===== config.mk =====
export PLATFORM = sky130hd
export DESIGN_NAME = priority_bit_scanner
export DESIGN_NICKNAME = d
export VERILOG_FILES = /design/src/rtl/priority_bit_scanner.sv
export SDC_FILE = /design/constraint.sdc
export NUM_CORES = 1
export LEC_CHECK = 0
export CAP_MARGIN = 20
export CELL_PAD_IN_SITES_DETAIL_PLACEMENT = 1
export CELL_PAD_IN_SITES_GLOBAL_PLACEMENT = 2
export CORE_MARGIN = 5
export CORE_UTILIZATION = 33
export DETAILED_ROUTE_END_ITERATION = 10
export GPL_ROUTABILITY_DRIVEN = 1
export PLACE_DENSITY_LB_ADDON = 0.1
export SYNTH_ARGS = -nofsm -noshare
export SYNTH_HDL_FRONTEND = slang
export SYNTH_SLANG_ARGS = --single-unit

===== constraint.sdc =====
create_clock -name clk -period 6.6 [get_ports clk]
set_input_delay 1.32 -clock clk [delete_from_list [all_inputs] [get_ports clk]]
set_output_delay 1.32 -clock clk [all_outputs]
set_load 0.01 [all_outputs]

===== src/rtl/priority_bit_scanner.sv =====
// priority_bit_scanner: accepts a request vector and emits the index of each set bit,
// one per output beat, in LSB-first or MSB-first priority order.
module priority_bit_scanner #(
    parameter int WIDTH     = 16,
    parameter int IDX_W     = $clog2(WIDTH),
    parameter bit MSB_FIRST = 1'b0
) (
    input  logic             clk,
    input  logic             rst_n,
    input  logic             in_valid,
    output logic             in_ready,
    input  logic [WIDTH-1:0] in_vec,
    input  logic             abort,
    output logic             out_valid,
    input  logic             out_ready,
    output logic [IDX_W-1:0] out_idx,
    output logic             out_last,
    output logic             out_none,
    output logic             busy
);
    typedef enum logic [1:0] {IDLE, SCAN, ZERO} state_t;

    state_t           state, state_nxt;
    logic [WIDTH-1:0] work, work_nxt, onehot;

    // Scan away from the priority end so the last hit is the winning bit.
    always_comb begin
        out_idx = '0;
        for (int i = 0; i < WIDTH; i++) begin
            if (work[MSB_FIRST ? i : WIDTH-1-i]) out_idx = IDX_W'(MSB_FIRST ? i : WIDTH-1-i);
        end
    end

    assign onehot    = WIDTH'(1) << out_idx;
    assign out_valid = state != IDLE;
    assign busy      = state != IDLE;
    assign in_ready  = state == IDLE && !abort;
    assign out_none  = state == ZERO;
    assign out_last  = state == ZERO || (state == SCAN && (work & (work - 1'b1)) == '0);

    always_comb begin
        state_nxt = state;
        work_nxt  = work;
        case (state)
            IDLE: begin
                if (in_valid && in_ready) begin
                    work_nxt  = in_vec;
                    state_nxt = in_vec == '0 ? ZERO : SCAN;
                end
            end
            SCAN: begin
                if (abort) begin
                    state_nxt = IDLE;
                    work_nxt  = '0;
                end else if (out_ready) begin
                    work_nxt  = work & ~onehot;
                    state_nxt = out_last ? IDLE : SCAN;
                end
            end
            ZERO: begin
                if (abort || out_ready) state_nxt = IDLE;
            end
            default: state_nxt = IDLE;
        endcase
    end

    always_ff @(posedge clk or negedge rst_n) begin
        if (!rst_n) begin
            state <= IDLE;
            work  <= '0;
        end else begin
            state <= state_nxt;
            work  <= work_nxt;
        end
    end
endmodule


==> flow_summary_export.csv <==
group,metric,value,unit
clock_tree,cts_tree,"built",
sta,slew_headroom,40.55,%
routing,viasPerCell,6.250,
power_and_ir_drop,leakage,0.6069,nW
synth,synth_cell_types,51,
layout,fin_area,0.001715,mm^2
synth,syn-num-nets,161,
clock_tree,root_buffer,"clkbuf_8",
sta,skew,1.161,ps
global_routing,grt_pass1_wl,7810,um
synth,synth-compound-area-share,30.59,%
floorplan,die_area,0.005427,mm^2
synth,yosys-top-cells-area,"dfrtp_1 (34%), a32o_1 (8.2%), nor4_4 (4.8%)",
placed_design,dp_slack,2787,ps
synth,synth-simple-area-share,29.56,%
worst_setup_path,required,5280,ps
synth,yosys_warnings,0,
routing,drc,0,
routing,dr.pass1.iters,4,
clock_tree,clock_path_buffers,2,
layout,area_growth,28.25,%
synth,yosys.area_share.xor_xnor,0,%
global_routing,antenna_found_initial,0,
global_routing,grt_remaining_overflow,0,
routing,drtIter0Drc,57,
synth,synthMuxAreaShare,0,%
sta,setup_slack,2518,ps
worst_setup_path,end_kind,"primary output",
sta,slew_violations,0,
floorplan,die_h,73.67,um
clock_tree,holdBufCountCts,0,
synth,synth_top_family_by_area,"compound AO/OA/AOI/OAI gates",
synth,synthDominantCellAreaShare,33.68,%
layout,n_fill_cell,468,
clock_tree,htree_levels,1,
sta,rsz0062_at_grt,"false",
synth,seq_area_frac_synth,33.68,%
worst_setup_path,worstPathArrival,2760,ps
clock_tree,cts.reportedPaths.clkPinSlew,70,ps
synth,synth-seq-cells,18,
sta,fmax,0.2450,GHz
synth,syn-cell-area,0.001338,mm^2
global_routing,grtUsageMet3,2.599,%
synth,ys_async_sr_fraction,100.0,%
clock_tree,clock_latency,260,ps
worst_setup_path,critical_path_peak_fanout,8,
global_routing,grt.total_usage,18.95,%
routing,wl,4746,um
clock_tree,cts_setup_buffers,0,
sta,tightest_slew,888.9,ps
clock_tree,cts_made_buffers,3,
floorplan,start_util,33.68,%
worst_setup_path,path_class,"register to primary output",
global_routing,busiest_layer,"met2",
worst_hold_path,hold_path.class,"register to register",
routing,antenna_left,0,
power_and_ir_drop,ir_worst_vdd,0.1593,mV
synth,synth-edff-count,0,
floorplan,num_rows,23,
sta,tns,0,ps
routing,vias,1350,
placed_design,place.gp.congestion,0.8002,
layout,finalNetCount,188,
floorplan,ios,30,
sta,hold_viol_final,0,
clock_tree,clock_sinks,18,
clock_tree,cts_resized,0,
sta,min_period,4082,ps
synth,avgSynthCellArea,9.554,um^2
synth,yosys_most_used_dff,"dfrtp_1",
synth,yosys.area.top_type,"dfrtp_1",
floorplan,coreArea,0.003971,mm^2
global_routing,grt_max_degree,19,
run_status,run_status,"completed",
layout,diodes,0,
placed_design,place_area,0.001660,mm^2
sta,finalSetupViolCount,0,
global_routing,grt_pass1_vias,1487,
floorplan,die_width,73.67,um
routing,wl_per_cell,21.97,um
placed_design,port_buffers,29,
synth,synth_adder_area_share,1.497,%
layout,drive_above_1_share,12.65,%
sta,fin_worst_hold_slack,548.0,ps
flow_run,cap_viol_max_count,0,
power_and_ir_drop,power.density,507.3,mW/mm^2
placed_design,dp_hpwl,3672,um
global_routing,met1_usage,25.84,%
sta,min_period_over_period,61.85,%
global_routing,grtUsageMet2,31.50,%
synth,syn_inst,140,
worst_setup_path,worst_setup_path_start_kind,"register",
==> Yosys cell counts (3+ instances only) <==
cell type and n:
nand2b_1 3, a21oi_1 6, nor3_2 3, or4_1 3
nor4_1 4, nor2_1 8, inv_1 4, buf_2 5
nor4_4 3, or3b_1 3, nand3_1 6, o21ai_0 5
nand4_1 3, nand2_1 8, a32o_1 11, or2_2 3
dfrtp_1 18
==> state kept, by name, summed over array words and instances (netlist names) <==
signal and flops:
state 2, work 16
==> routing by layer <==
layer / wire [um] / share of wire, % / vias up
met5: 0 / 0 / -
met4: 42 / 0.88 / 0
met3: 145 / 3.1 / 5
met2: 2336 / 49 / 27
met1: 2223 / 47 / 699
li1: - / - / 619
==> layout by cell type (no fill, tap or decap), types with 2 or more instances in the layout <==
master and instances:
a32o_1 11, a21o_1 2, nor2_2 2, o21ai_0 5
a221o_1 2, nor4_1 4, or4_1 3, clkbuf_8 4
nor2_1 8, a22o_1 2, dfrtp_1 18, maj3_1 2
nand2b_1 3, o32ai_1 2, nor3_1 2, nand3_1 6
clkdlybuf4s50_1 29, o31ai_1 2, or2_2 3, o41ai_1 2
nand2_1 8, nand4_1 3, inv_1 4, or3b_1 3
a21oi_1 6, or2_1 2, nor4_4 3, nor3_2 3
==> cell type report <==
class / instances / area (um^2) / area share [%]
multi-input cells: 109 / 824.5 / 48.07
flip-flops and latches: 18 / 450.4 / 26.26
repair buffers: 30 / 301.5 / 17.58
well taps: 50 / 62.56 / 3.647
clock buffers: 4 / 55.05 / 3.209
inverters: 5 / 21.27 / 1.240
==> worst paths after layout <==
check                                      from                    to  slack (ps)  cells past startpoint
max                         work[2]$_DFFE_PN0P_              out_last        2520                      7
min                        state[0]$_DFFE_PN0P_  state[1]$_DFFE_PN0P_         550                      1
max reg2reg                work[11]$_DFFE_PN0P_   work[5]$_DFFE_PN0P_        4260                      6
min reg2reg                state[0]$_DFFE_PN0P_  state[1]$_DFFE_PN0P_         550                      1
max in group asynchronous                 rst_n  work[12]$_DFFE_PN0P_        4490                      1
min in group asynchronous                 rst_n  state[1]$_DFFE_PN0P_        1560                      1
==> stage by stage <==
stage               std cells  util (%)  total power [mW]
global placement          211     41.52            0.7596
global route              216     43.19            0.9297
finish                    216     43.19            0.8703
detailed placement        212     41.81            0.7752
CTS                       216     43.19            0.8740
floorplan                 140         -            0.5855
==> report_power, final <==
part           total, mW  internal, mW  switching (mW)
clock network     0.0927        0.0531          0.0396
registers          0.274         0.156           0.118
logic              0.504         0.226           0.278
total              0.870         0.434           0.436
==> cells by family after synthesis <==
group,count (synthesis)
simple gates,59
buf+inv,13
compound gates,48
flops,18
fa+ha+maj,2
==> critical path, cell delays in order (launching register included) <==
cell             delay [ps]
dfrtp_1                 480
or4_1                   630
o32ai_1                 150
nand2_1                  90
a211oi_1                290
and3_1                  240
or2_1                   110
clkdlybuf4s50_1         530
No activity file was read; power rests on OpenSTA's default activity.
